===== src/rtl/fifo72_rx_parser.sv =====
// fifo72_rx_parser
// Reads lane-0-aligned 72-bit XGMII words from a standard (non-FWFT) RX FIFO.
// Strips preamble/SFD, finds the terminate lane, and emits a framed byte
// stream with sop/eop, a byte-keep mask, the frame length and an error flag.
//
// Build option: define RX_STATS_EN to implement the stat_frames/stat_errors
// wrapping counters. When it is not defined, both ports are tied to 0.
//
// Handshake: rd_en is a read request. dout is meaningful only in the cycle
// after rd_en (tracked by in_vld_q). out_valid is a single-cycle strobe with
// no ready, so the sink must accept every beat it is offered.
`timescale 1ns/1ps
module fifo72_rx_parser #(
  parameter logic [15:0] MIN_LEN = 16'd64,
  parameter logic [15:0] MAX_LEN = 16'd1518
) (
  input  logic        sys_clk,
  input  logic        sys_rst,
  input  logic        empty,
  input  logic [71:0] dout,
  output logic        rd_en,
  output logic        out_valid,
  output logic [63:0] out_data,
  output logic [7:0]  out_keep,
  output logic        out_sop,
  output logic        out_eop,
  output logic        out_err,
  output logic [15:0] out_len,
  output logic [31:0] stat_frames,
  output logic [31:0] stat_errors,
  output logic [1:0]  dbg_state
);

  typedef enum logic [1:0] {
    S_IDLE  = 2'd0,
    S_DATA  = 2'd1,
    S_DROP  = 2'd2,
    S_FLUSH = 2'd3
  } state_t;

  // Registered state
  state_t      state_q, state_d;
  logic        in_vld_q, in_vld_d;
  logic [63:0] hold_data_q, hold_data_d;
  logic [7:0]  hold_keep_q, hold_keep_d;
  logic        hold_sop_q, hold_sop_d;
  logic        hold_full_q, hold_full_d;
  logic        first_q, first_d;
  logic [15:0] len_q, len_d;
  logic        out_valid_q, out_valid_d;
  logic [63:0] out_data_q, out_data_d;
  logic [7:0]  out_keep_q, out_keep_d;
  logic        out_sop_q, out_sop_d;
  logic        out_eop_q, out_eop_d;
  logic        out_err_q, out_err_d;
  logic [15:0] out_len_q, out_len_d;

  // Word classification
  logic [7:0]  ctrl;
  logic        is_start;
  logic        pre_ok;
  logic        is_idle;
  logic        is_data;
  logic        is_term;
  logic [2:0]  term_lane;

  // Per-cycle actions
  logic        emit;
  logic        emit_eop;
  logic        emit_abort;
  logic        load;
  logic [7:0]  load_keep;
  logic        take_start;
  logic        drop_exit;
  logic        silent_end;
  logic        frame_end;
  logic        err_end;

  // Length accumulation saturates rather than wrapping.
  function automatic logic [15:0] sat_add(input logic [15:0] a, input logic [3:0] b);
    logic [16:0] s;
    s = {1'b0, a} + {13'd0, b};
    return s[16] ? 16'hffff : s[15:0];
  endfunction

  // The FIFO is read whenever it has data and the block is out of reset.
  assign rd_en = !empty && !sys_rst;

  // Classify the word presented by the FIFO this cycle.
  always_comb begin
    ctrl      = dout[71:64];
    is_start  = (ctrl == 8'h01) && (dout[7:0] == 8'hFB);
    pre_ok    = (dout[63:8] == 56'hD5_55_55_55_55_55_55);
    is_idle   = ctrl[0] && (dout[7:0] == 8'h07);
    is_data   = (ctrl == 8'h00);
    term_lane = 3'd0;
    for (int i = 7; i >= 0; i--) begin
      if (ctrl[i]) term_lane = 3'(i);
    end
    is_term   = (ctrl != 8'h00) && (dout[{term_lane, 3'b000} +: 8] == 8'hFD);
  end

  // Next-state, hold register and output-beat computation.
  always_comb begin
    state_d     = state_q;
    in_vld_d    = rd_en;
    hold_data_d = hold_data_q;
    hold_keep_d = hold_keep_q;
    hold_sop_d  = hold_sop_q;
    hold_full_d = hold_full_q;
    first_d     = first_q;
    len_d       = len_q;
    emit        = 1'b0;
    emit_eop    = 1'b0;
    emit_abort  = 1'b0;
    load        = 1'b0;
    load_keep   = 8'hff;
    take_start  = 1'b0;
    drop_exit   = 1'b0;
    silent_end  = 1'b0;

    case (state_q)
      S_IDLE: begin
        take_start = in_vld_q && is_start;
      end
      S_DATA: begin
        if (in_vld_q) begin
          if (is_data) begin
            emit  = hold_full_q;
            load  = 1'b1;
            len_d = sat_add(len_q, 4'd8);
          end else if (is_term && (term_lane == 3'd0)) begin
            // Terminate in lane 0: the held word is the last beat.
            if (hold_full_q) begin
              emit     = 1'b1;
              emit_eop = 1'b1;
            end else begin
              silent_end = 1'b1;
            end
            hold_full_d = 1'b0;
            state_d     = S_IDLE;
          end else if (is_term) begin
            // Partial last word: park it and finish it in FLUSH.
            emit      = hold_full_q;
            load      = 1'b1;
            load_keep = (8'h01 << term_lane) - 8'h01;
            len_d     = sat_add(len_q, {1'b0, term_lane});
            state_d   = S_FLUSH;
          end else begin
            // IDLE, START or bad control inside a frame aborts it.
            if (hold_full_q) begin
              emit       = 1'b1;
              emit_eop   = 1'b1;
              emit_abort = 1'b1;
            end else begin
              silent_end = 1'b1;
            end
            hold_full_d = 1'b0;
            state_d     = S_IDLE;
            take_start  = is_start;
          end
        end
      end
      S_FLUSH: begin
        emit        = 1'b1;
        emit_eop    = 1'b1;
        hold_full_d = 1'b0;
        state_d     = S_IDLE;
        take_start  = in_vld_q && is_start;
      end
      S_DROP: begin
        if (in_vld_q && (is_term || is_idle)) begin
          drop_exit = 1'b1;
          state_d   = S_IDLE;
        end
      end
      default: state_d = S_IDLE;
    endcase

    if (load) begin
      hold_data_d = dout[63:0];
      hold_keep_d = load_keep;
      hold_sop_d  = first_q;
      first_d     = 1'b0;
      hold_full_d = 1'b1;
    end

    if (take_start) begin
      state_d     = pre_ok ? S_DATA : S_DROP;
      first_d     = 1'b1;
      len_d       = 16'd0;
      hold_full_d = 1'b0;
    end

    out_valid_d = emit;
    out_sop_d   = emit && hold_sop_q;
    out_eop_d   = emit && emit_eop;
    out_err_d   = emit && emit_eop &&
                  (emit_abort || (len_q < MIN_LEN) || (len_q > MAX_LEN));
    out_data_d  = emit ? hold_data_q : out_data_q;
    out_keep_d  = emit ? hold_keep_q : out_keep_q;
    out_len_d   = (emit && emit_eop) ? len_q : out_len_q;

    // A frame ends on an eop beat, on leaving DROP, or when it closes empty.
    frame_end = out_eop_d || drop_exit || silent_end;
    err_end   = out_err_d || drop_exit || silent_end;
  end

  // Single state/output register bank with synchronous reset.
  always_ff @(posedge sys_clk) begin
    if (sys_rst) begin
      state_q     <= S_IDLE;
      in_vld_q    <= 1'b0;
      hold_data_q <= 64'd0;
      hold_keep_q <= 8'd0;
      hold_sop_q  <= 1'b0;
      hold_full_q <= 1'b0;
      first_q     <= 1'b0;
      len_q       <= 16'd0;
      out_valid_q <= 1'b0;
      out_data_q  <= 64'd0;
      out_keep_q  <= 8'd0;
      out_sop_q   <= 1'b0;
      out_eop_q   <= 1'b0;
      out_err_q   <= 1'b0;
      out_len_q   <= 16'd0;
    end else begin
      state_q     <= state_d;
      in_vld_q    <= in_vld_d;
      hold_data_q <= hold_data_d;
      hold_keep_q <= hold_keep_d;
      hold_sop_q  <= hold_sop_d;
      hold_full_q <= hold_full_d;
      first_q     <= first_d;
      len_q       <= len_d;
      out_valid_q <= out_valid_d;
      out_data_q  <= out_data_d;
      out_keep_q  <= out_keep_d;
      out_sop_q   <= out_sop_d;
      out_eop_q   <= out_eop_d;
      out_err_q   <= out_err_d;
      out_len_q   <= out_len_d;
    end
  end

`ifdef RX_STATS_EN
  logic [31:0] stat_frames_q, stat_frames_d;
  logic [31:0] stat_errors_q, stat_errors_d;

  // Frame and error counters advance together with the eop beat or DROP exit.
  always_comb begin
    stat_frames_d = stat_frames_q + (frame_end ? 32'd1 : 32'd0);
    stat_errors_d = stat_errors_q + (err_end ? 32'd1 : 32'd0);
  end

  // Counter registers, wrapping.
  always_ff @(posedge sys_clk) begin
    if (sys_rst) begin
      stat_frames_q <= 32'd0;
      stat_errors_q <= 32'd0;
    end else begin
      stat_frames_q <= stat_frames_d;
      stat_errors_q <= stat_errors_d;
    end
  end

  assign stat_frames = stat_frames_q;
  assign stat_errors = stat_errors_q;
`else
  logic stats_unused;
  assign stats_unused = ^{frame_end, err_end};
  assign stat_frames  = 32'd0;
  assign stat_errors  = 32'd0;
`endif

  assign out_valid = out_valid_q;
  assign out_data  = out_data_q;
  assign out_keep  = out_keep_q;
  assign out_sop   = out_sop_q;
  assign out_eop   = out_eop_q;
  assign out_err   = out_err_q;
  assign out_len   = out_len_q;
  assign dbg_state = state_q;

endmodule


===== config.mk =====
export PLATFORM = sky130hd
export DESIGN_NAME = fifo72_rx_parser
export DESIGN_NICKNAME = d
export VERILOG_FILES = /design/src/rtl/fifo72_rx_parser.sv
export SDC_FILE = /design/constraint.sdc
export NUM_CORES = 1
export LEC_CHECK = 0
export BUFFER_PORTS_ARGS = -buffer_cell sky130_fd_sc_hd__buf_2
export CORE_UTILIZATION = 52
export DETAILED_ROUTE_END_ITERATION = 8
export PLACE_DENSITY = 0.9
export SLEW_MARGIN = 20
export SYNTH_ARGS = -nofsm -noshare
export SYNTH_HDL_FRONTEND = slang
export SYNTH_SLANG_ARGS = --single-unit

===== constraint.sdc =====
create_clock -name sys_clk -period 2.9 [get_ports sys_clk]
set_clock_uncertainty 0.1 [all_clocks]
set_input_delay 0.29 -clock sys_clk [delete_from_list [all_inputs] [get_ports sys_clk]]
set_output_delay 0.29 -clock sys_clk [all_outputs]
set_load 0.01 [all_outputs]

==> results_dict.tcl, run 1 <==
set metrics [dict create \
    p_leak_nw 4.01 \
    hold_viol_final 0 \
    worst_slew_pin_slew_ns 0.769 \
    async_reset_ff_share_pct 0 \
    ff2ff_setup_slack_ns 0.33 \
    wl_per_cell_um 15.4 \
    fill_cells 1312 \
    synthFlopType "dfxtp_1" \
    diodes 0 \
    drc_errors 0 \
    worst_ep_required_time_ns 3.08 \
    fin_crit_ns 2.72 \
    multi_input_area_sq_um 3850 \
    powerDensity_nw_per_um2 586 \
    io-pin-count 234 \
    min_to "hold_data_q[34]$_SDFFE_PP0P_" \
    clk_path_buf_depth 2 \
    r2r_cells 10 \
    rsz0062_at_grt "no" \
    final_nets 1268 \
    grt_pass1_vias 6787 \
    die_h_um 127 \
    cts_tree "built" \
    rows 45 \
    crit_chain "dlygate4sd3_1, buf_2, nand2_1, or3_1, a211o_1, nand3_1, a21oi_1, or3_4, buf_12, nand2_1, a21oi_1" \
    first_pass_iters 5 \
    cp_slowest_cell "dlygate4sd3_1" \
    place_congestion 0.974 \
    p_sw_mw 1.35 \
    place_hpwl_mm 14.4 \
    cp-end-kind "flip-flop" \
    cp_slowest_stage_delay_ns 0.55 \
    ant_nets 0 \
    numPortBuffers 169 \
    ys_types 57 \
    synth_edf_count 0 \
    drtIter0Drc 592 \
    crit_buf_inv 3 \
    yosysSeqAreaShare_pct 46.1 \
    synth_top_cell_by_area "dfxtp_1" \
    slew_headroom_pct 48.7 \
    ir_drop_mv 0.389 \
    combPwrFrac_pct 8.4 \
    synth_top_area_share_pct 46.1 \
    start_kind "input port" \
    finalSetupViolCount 0 \
    reg2reg_to "dbg_state[0]$_SDFFE_PP0P_" \
    stdcell_count 1385 \
    dp_cells 1350 \
    min_delay_path_depth 3 \
    drv_cap 0 \
    synth_area_per_cell_sq_um 7.87 \
    path_clk_slew_ns 0.07 \
    total_power_mw 5.64 \
    slew_violations 0 \
    min_path_type "input port to flip-flop" \
    cts_max_level 4 \
    viasPerCell 5.43 \
    numCtsBuffers 17 \
    root_buffer "clkbuf_16" \
    grtUsageTotal_pct 26.7 \
    synth_warnings 0 \
    vias 7520 \
    worstPathArrival_ns 2.90 \
    grt_pass1_wl_mm 33.8 \
    seqPwrFrac_pct 45.9 \
    hold_start "dout[34]" \
    synthesis.instances 1026 \
    regArea_sq_um 3720 \
    grt_max_degree 93 \
    clkPwrFrac_pct 45.7 \
    worstSetupPathType "input port to flip-flop" \
    rr_startpoint "dbg_state[0]$_SDFFE_PP0P_" \
    swShare_pct 23.9 \
    crit_family "simple AND/OR/NAND/NOR gates" \
    syn_area_sq_um 8070 \
    fp.coreArea_sq_um 15200 \
    initial_utilization_pct 53.1 \
    yosys-top-cells-area "dfxtp_1 (46%), nand2_1 (15%), a21oi_1 (10%)" \
    overflow 0 \
    antenna_found_initial 1 \
    period_share_pct 93.8 \
    dieArea_sq_um 16000 \
    syn2layout_area_growth_pct 19.3 \
    max_freq_ghz 0.368 \
    cell_internal_pwr_mw 4.29 \
    clock_latency_ns 0.43 \
    cts.sinks 186 \
    crit_path_max_fanout 49 \
    post-route-util_pct 63.4 \
    wl_mm 21.3 \
    setup_tns_ns 0 \
    die_w_um 127 \
    drive_above_1_share_pct 20.3 \
    status "complete, no violations" \
    yosys_register_bits 186 \
    post_cts_buffers 0 \
]
## layer usage
metal	up-vias	track usage, %	share of wire (%)
met5	-	0	0
met4	0	14.1	3.9
met3	68	6.75	6.9
met2	318	45.2	48
met1	3489	31.3	41
li1	3645	-	-
## synth_stat cells (3+ instances only)
cell type / number
and4_1: 13
ha_1: 8
or4_1: 3
a21oi_1: 162
nor3_1: 11
nor2b_1: 8
nand2_1: 312
o31ai_1: 7
a31oi_1: 3
nand4_1: 6
a311oi_1: 4
inv_1: 9
and2_1: 4
buf_4: 65
nor2_1: 51
o21ai_0: 6
buf_2: 16
nand2b_1: 6
nor4_1: 12
mux2i_1: 19
clkbuf_1: 39
and3_1: 6
dfxtp_1: 186
a211oi_1: 5
nand3_1: 18
## registers in the layout, indices dropped and copies added, names as in the netlist
name	cells
len_q	16
in_vld_q	1
out_sop	1
out_err	1
hold_data_q	64
out_len	16
hold_keep_q	8
first_q	1
hold_full_q	1
out_eop	1
hold_sop_q	1
out_keep	8
dbg_state	2
out_valid	1
out_data	64
## power groups by stage
stage	Clock, mW	Combinational [mW]	Sequential [mW]
after CTS	2.59	0.468	2.59
after global routing	2.69	0.515	2.59
after global placement	0	0.457	2.64
final	2.58	0.474	2.59
after floorplan	0	0.346	2.65
after detailed placement	0	0.461	2.64
## cells in the final DEF, fill, tap and decap left out, types with 5 or more instances in the layout
master / n
buf_2: 168
nand3_1: 18
dfxtp_1: 185
conb_1: 64
clkbuf_16: 17
mux2i_1: 19
nor2b_1: 8
nor2_1: 51
o21ai_0: 6
buf_4: 24
ha_1: 8
a21oi_1: 161
bufinv_16: 5
and4_1: 13
a211oi_1: 5
inv_1: 9
o31ai_1: 7
nor4_1: 11
nand4_1: 6
and3_1: 6
nand2_1: 312
nor3_1: 11
nand2b_1: 5
## worst max-delay path by stage
stage                              start                      endpoint  cells past startpoint
3_3_place_gp   dbg_state[0]$_SDFFE_PP0P_     dbg_state[0]$_SDFFE_PP0P_                     10
4_1_cts                         dout[42]  hold_data_q[10]$_SDFFE_PP0P_                     11
3_5_place_dp                    dout[67]        len_q[15]$_SDFFE_PP0P_                     12
2_1_floorplan                   dout[67]        len_q[15]$_SDFFE_PP0P_                     11
5_1_grt        dbg_state[0]$_SDFFE_PP0P_     dbg_state[0]$_SDFFE_PP0P_                     10
6_report                        dout[42]  hold_data_q[42]$_SDFFE_PP0P_                     11
## metrics by stage
stage,cell area [sq um],setup WS (ns),hold WS (ns)
floorplan,8310,0.367,0.257
global placement,8920,0.0764,0.335
detailed placement,8920,0.0795,0.341
CTS,9610,0.0606,0.000154
global route,9630,0.0620,0.0108
finish,9630,0.181,0.00717
## worst register-to-register path: stages (launching register included)
cell and delay (ns):
dfxtp_2 0.39, inv_1 0.06, ha_1 0.26, nor4b_1 0.26, nand2_1 0.14, nor4_4 0.23
o32ai_1 0.16, or3b_2 0.47, o41ai_2 0.10, nor2_1 0.07, a311oi_1 0.25
## timing repair
item / in CTS / in global routing
setup endpoints to repair: 0 / 82
gates resized for setup: 0 / 4
endpoints found under the hold margin: 3 / 0
hold buffers: 3 / 0
## area by class of cell
| cell class | count | area share [%] |
|---|---|---|
| timing repair buffer | 199 | 11.7 |
| tap | 188 | 2.44 |
| clock inverter | 14 | 2.27 |
| sequential | 186 | 38.7 |
| multi-input combinational | 770 | 39.9 |
| inverter | 10 | 0.390 |
| clock buffer | 18 | 4.56 |
## cells by family (layout without fill, tap and decap cells)
family                     after synthesis  count (layout)  synth area share, %
xor gates and xnor gates                 1               1                0.109
other                                    1              64               0.0465
DFF                                    186             186                 46.1
muxes                                   19              19                 2.36
AOI/OAI and AO/OA                      211             211                 15.0
buffers and inverters                  133             241                 9.64
adders and majority gates                9               9                 1.49
and+or+nand+nor                        466             466                 25.2
No activity file was read; power rests on OpenSTA's default activity.
==> run 2: changes to the inputs <==
--- a/config.mk
+++ b/config.mk
@@ -9,6 +9,7 @@
 export CORE_UTILIZATION = 52
 export DETAILED_ROUTE_END_ITERATION = 8
 export PLACE_DENSITY = 0.9
+export SETUP_SLACK_MARGIN = 0.3
 export SLEW_MARGIN = 20
 export SYNTH_ARGS = -nofsm -noshare
 export SYNTH_HDL_FRONTEND = slang
==> run 2 against run 1 <==
Effect of this change:
- setup slack better by 0.23 ns
- first-iteration DRC count up 11%
- combinational power up 2%
- design area up 0.31%
- global-route usage about the same
- non-clock buffer count up 1
- power about the same
- largest power group unchanged
==> results_dict.tcl, run 2 (same netlist as run 1, synthesis figures left out) <==
set metrics [dict create \
    fp.coreArea_sq_um 15200 \
    grt_pass1_vias 6816 \
    worstPathArrival_ns 2.69 \
    gr-usage-met3_pct 6.75 \
    cts_max_level 4 \
    grt_pass1_wl_mm 33.8 \
    cp_slowest_stage_delay_ns 0.41 \
    place_congestion 0.974 \
    start_kind "flip-flop" \
    post-route-util_pct 63.6 \
    cp_slowest_cell "nand2b_1" \
    worst_ep_required_time_ns 3.10 \
    rsz0062_at_grt "yes" \
    mostFrequentLayoutCells "nand2_1 (312), dfxtp_1 (185), buf_2 (168)" \
    io-pin-count 234 \
    wl_mm 21.2 \
    setup_tns_ns 0 \
    die_h_um 127 \
    grt_max_degree 93 \
    fill_cells 1316 \
    finalSetupViolCount 0 \
    grtUsageTotal_pct 26.8 \
    stdcell_area_sq_um 9660 \
    status "complete, no violations" \
    grt-busiest-layer "met2" \
    diodes 0 \
    place_hpwl_mm 14.4 \
    period_share_pct 85.7 \
    cts_tree "built" \
    vias 7527 \
    multi_input_area_sq_um 3870 \
    powerDensity_nw_per_um2 584 \
    die_w_um 127 \
    hold_viol_final 0 \
    first_pass_iters 5 \
    placed_area_sq_um 8920 \
    fin_crit_ns 2.49 \
    max_freq_ghz 0.402 \
    grt_util_met1_pct 31.4 \
    crit_chain "inv_1, ha_2, nor4b_2, nand2_1, nor4_4, buf_4, nand2_1, nand2b_1, buf_4, a211oi_1" \
    initial_utilization_pct 53.1 \
    syn2layout_area_growth_pct 19.7 \
    ant_nets 0 \
    slew_headroom_pct 49.8 \
    viasPerCell 5.43 \
    path_clk_slew_ns 0.07 \
    drtIter0Drc 655 \
    final_nets 1269 \
    numCtsBuffers 17 \
    worstSetupPathType "flip-flop to flip-flop" \
    regArea_sq_um 3730 \
    final_common_cell "nand2_1" \
    drc_errors 0 \
    antenna_found_initial 1 \
    clock_latency_ns 0.43 \
    slew_violations 0 \
    grt_use_met2_pct 44.9 \
    overflow 0 \
    ir_drop_mv 0.383 \
    clk_path_buf_depth 2 \
    crit_path_max_fanout 9 \
    p_leak_nw 4.02 \
    total_power_mw 5.64 \
    wl_per_cell_um 15.3 \
    drive_above_1_share_pct 20.8 \
    worst_slew_pin_slew_ns 0.752 \
    min_path_type "input port to flip-flop" \
    rows 45 \
    root_buffer "clkbuf_16" \
    cp-end-kind "flip-flop" \
    cts.sinks 186 \
    dieArea_sq_um 16000 \
    numPortBuffers 169 \
    drv_cap 0 \
]
-- run 2: critical path, delay by kind of cell (launching register included) --
kind | cells | cell delay [ns]
compound gates | 1 | 0.05
fa+ha+maj | 1 | 0.21
buf+inv | 3 | 0.45
flops | 1 | 0.38
simple gates | 5 | 1.15
-- run 2: cell type report --
cell class / count / share of cell area (%)
clock buffer: 18 / 4.54
clock inverter: 14 / 2.27
inverter: 10 / 0.388
multi-input combinational: 770 / 40.0
sequential: 186 / 38.6
tap: 188 / 2.43
timing repair buffer: 200 / 11.8
-- run 2: path summary, 6_finish.rpt --
kind	start	to	slack (ns)	depth (start not counted)
worst min-delay path	dout[34]	hold_data_q[34]$_SDFFE_PP0P_	0.009	3
worst max register to register	dbg_state[0]$_SDFFE_PP0P_	len_q[2]$_SDFFE_PP0P_	0.41	10
worst max-delay path	dbg_state[0]$_SDFFE_PP0P_	len_q[2]$_SDFFE_PP0P_	0.41	10
worst min register to register	out_data[13]$_SDFFE_PP0P_	out_data[13]$_SDFFE_PP0P_	0.35	2
-- run 2: layer usage --
layer	routed length, um	vias to the layer above	part of all wire [%]
met5	0	-	0
met4	925	0	4.4
met3	1530	70	7.2
met2	10200	338	48
met1	8550	3474	40
li1	-	3645	-
-- run 2: power breakdown --
group	total (mW)	switching [mW]	internal (mW)
Combinational	0.484	0.315	0.169
Clock	2.57	1.01	1.56
Sequential	2.59	0.0175	2.57
Total	5.64	1.34	4.30
-- run 2: repair_timing --
item | CTS | global route
gates cloned | 0 | 0
gates resized for setup | 3 | 6
hold endpoints to repair | 3 | 0
pin swaps | 0 | 2
setup endpoints to repair | 15 | 14
setup buffers | 0 | 1
hold buffers | 3 | 0
-- run 2: metrics by stage --
stage / hold slack [ns] / setup slack [ns] / std cells
after CTS: 0.000154 / 0.354 / 1385
after global placement: 0.335 / 0.0764 / 1350
after floorplan: 0.257 / 0.367 / 1089
final: 0.00944 / 0.413 / 1386
after global routing: 0.0108 / 0.287 / 1386
after detailed placement: 0.341 / 0.0795 / 1350
==> run 3: changes to the inputs <==
--- a/config.mk
+++ b/config.mk
@@ -5,10 +5,11 @@
 export SDC_FILE = /design/constraint.sdc
 export NUM_CORES = 1
 export LEC_CHECK = 0
+export ABC_AREA = 1
 export BUFFER_PORTS_ARGS = -buffer_cell sky130_fd_sc_hd__buf_2
-export CORE_UTILIZATION = 52
+export CORE_UTILIZATION = 53
 export DETAILED_ROUTE_END_ITERATION = 8
-export PLACE_DENSITY = 0.9
+export PLACE_DENSITY = 0.91
 export SETUP_SLACK_MARGIN = 0.3
 export SLEW_MARGIN = 20
 export SYNTH_ARGS = -nofsm -noshare
==> run 3 against run 2 <==
Effect of this change:
- sequential share of layout area fell by 0.68 points
- critical path depth shrank 1
- clock power decreased by 8.6%
- critical endpoint is now out_keep[1]$_SDFFE_PP0P_
==> results_dict.tcl, run 3 <==
set metrics [dict create \
    status "complete, no violations" \
    seqPwrFrac_pct 47.5 \
    overflow 0 \
    final_common_cell "dfxtp_1" \
    yosysMostFrequentCell "dfxtp_1" \
    ys_types 50 \
    worstPathArrival_ns 2.66 \
    ant_nets 0 \
    start_kind "flip-flop" \
    synth_top_cell_by_area "dfxtp_1" \
    io-pin-count 234 \
    slew_violations 0 \
    final_nets 1323 \
    synth_warnings 0 \
    synth_top_area_share_pct 44.0 \
    place_congestion 0.942 \
    drc_errors 0 \
    synth_area_per_cell_sq_um 7.72 \
    cts_max_level 4 \
    rows 45 \
    syn2layout_area_growth_pct 16.1 \
    mostFrequentLayoutCells "dfxtp_1 (186), buf_2 (169), a21oi_1 (166)" \
    place_hpwl_mm 14.9 \
    first_pass_iters 5 \
    synth_commonest_cells "dfxtp_1 (186), a21oi_1 (167), inv_1 (129)" \
    min_path_type "input port to flip-flop" \
    die_h_um 128 \
    placed_area_sq_um 9200 \
    cts.sinks 186 \
    path_clk_slew_ns 0.07 \
    dieArea_sq_um 16500 \
    hold_start "dout[32]" \
    hold_viol_final 0 \
    synth_edf_count 0 \
    antenna_found_initial 0 \
    wl_per_cell_um 14.7 \
    wl_mm 21.6 \
    cell_internal_pwr_mw 4.08 \
    swShare_pct 27.3 \
    async_reset_ff_share_pct 0 \
    die_w_um 128 \
    yosys_register_bits 186 \
    fin_crit_ns 2.43 \
    grt_max_degree 148 \
    synthesis.instances 1097 \
    rr_startpoint "dbg_state[0]$_SDFFE_PP0P_" \
    vias 7772 \
    yosysSeqAreaShare_pct 44.0 \
    dp_worst_setup_slack_ns -0.00288 \
    multi_input_area_sq_um 3680 \
    total_power_mw 5.61 \
    clock_latency_ns 0.43 \
    synthMuxAreaShare_pct 0 \
    powerDensity_nw_per_um2 571 \
    crit_start "dbg_state[0]$_SDFFE_PP0P_" \
    fp.coreArea_sq_um 15400 \
    drv_cap 0 \
    yosys.area_share.adder_pct 1.42 \
    crit_path_max_fanout 37 \
    rsz0062_at_grt "yes" \
    grtUsageTotal_pct 26.1 \
    yosys-top-cells-area "dfxtp_1 (44%), a21oi_1 (9.9%), o21ai_0 (5.9%)" \
    viasPerCell 5.31 \
    diodes 0 \
    p_sw_mw 1.53 \
    post_cts_buffers 0 \
    stdcell_area_sq_um 9830 \
    synthSimpleGateAreaFrac_pct 15.9 \
    synthFlopType "dfxtp_1" \
    clkPwrFrac_pct 42.0 \
    synth_compound_area_share_pct 21.4 \
    worstSetupPathType "flip-flop to flip-flop" \
    worst_slew_pin_slew_ns 0.869 \
    synthXorXnorAreaFrac_pct 1.55 \
    numPortBuffers 169 \
    cts_tree "built" \
    clk_path_buf_depth 2 \
    ir_drop_mv 0.408 \
    fin_ws_ns 0.469 \
    grt_pass1_wl_mm 34.1 \
    p_leak_nw 4.28 \
    combPwrFrac_pct 10.5 \
    worst_ep_required_time_ns 3.13 \
    slew_headroom_pct 41.2 \
    finalSetupViolCount 0 \
    syn_area_sq_um 8470 \
    numCtsBuffers 17 \
    regArea_sq_um 3720 \
    period_share_pct 83.8 \
    fill_cells 1301 \
    root_buffer "clkbuf_16" \
    max_freq_ghz 0.411 \
    grt_pass1_vias 7116 \
    cp-end-kind "flip-flop" \
    initial_utilization_pct 55.1 \
    drive_above_1_share_pct 20.5 \
    synth_top_family_by_area "compound AO/OA/AOI/OAI gates" \
    drtIter0Drc 571 \
]
run 3: what timing repair did:
item	CTS	global route
gates resized for setup	0	4
hold buffers	1	0
hold endpoints to repair	1	0
endpoints found under the setup margin	0	24
run 3: cells by family after synthesis:
family | after synthesis
other | 1
adder cells (fa/ha/maj) | 9
AO/OA/AOI/OAI | 342
buffers and inverters | 265
XOR/XNOR | 15
AND/OR/NAND/NOR | 279
flip-flops | 186
run 3: path summary, 6_finish.rpt:
kind	end	slack (ns)	cells after the start
worst max-delay path	out_keep[1]$_SDFFE_PP0P_	0.47	9
worst min-delay path	hold_data_q[32]$_SDFFE_PP0P_	0.04	3
worst max register to register	out_keep[1]$_SDFFE_PP0P_	0.47	9
worst min register to register	out_data[7]$_SDFFE_PP0P_	0.34	2
run 3: power by group through the flow:
| stage | logic, mW | registers (mW) | clock network (mW) |
|---|---|---|---|
| 2_1_floorplan | 0.381 | 2.75 | 0 |
| 3_3_place_gp | 0.552 | 2.72 | 0 |
| 3_5_place_dp | 0.568 | 2.72 | 0 |
| 4_1_cts | 0.581 | 2.67 | 2.38 |
| 5_1_grt | 0.653 | 2.67 | 2.51 |
| 6_report | 0.590 | 2.67 | 2.35 |
run 3: cell type report:
cell class                 instances  area share, %
tap                              211           2.69
timing repair buffer             185           10.5
inverter                         140           5.36
multi-input combinational        709           37.5
clock buffer                      19           4.51
sequential                       186           37.9
clock inverter                    13           1.60
run 3: worst max-delay path, cell delays in order (launching register included):
cell and delay (ns):
dfxtp_1 0.41, ha_1 0.33, nand2_1 0.13, inv_1 0.27
nand2_1 0.24, nand2_8 0.26, buf_4 0.26, inv_1 0.13
nor2_1 0.12, nor2_1 0.06
run 3: stage by stage:
stage               std cells   TNS, ns  hold WS (ns)  utilization, %
floorplan                1160         0         0.257               -
global placement         1430         0         0.336            59.9
detailed placement       1430  -0.00288         0.341            59.9
CTS                      1463         0        0.0322            63.8
global route             1463         0        0.0479            63.9
finish                   1463         0        0.0433            63.9
run 3: routing by layer:
metal	part of all wire, %	track usage [%]	routed length [um]
met4	3.1	12.0	674
met2	48	44.9	10400
met5	0	0	0
met1	41	30.8	8790
met3	7.6	6.32	1640
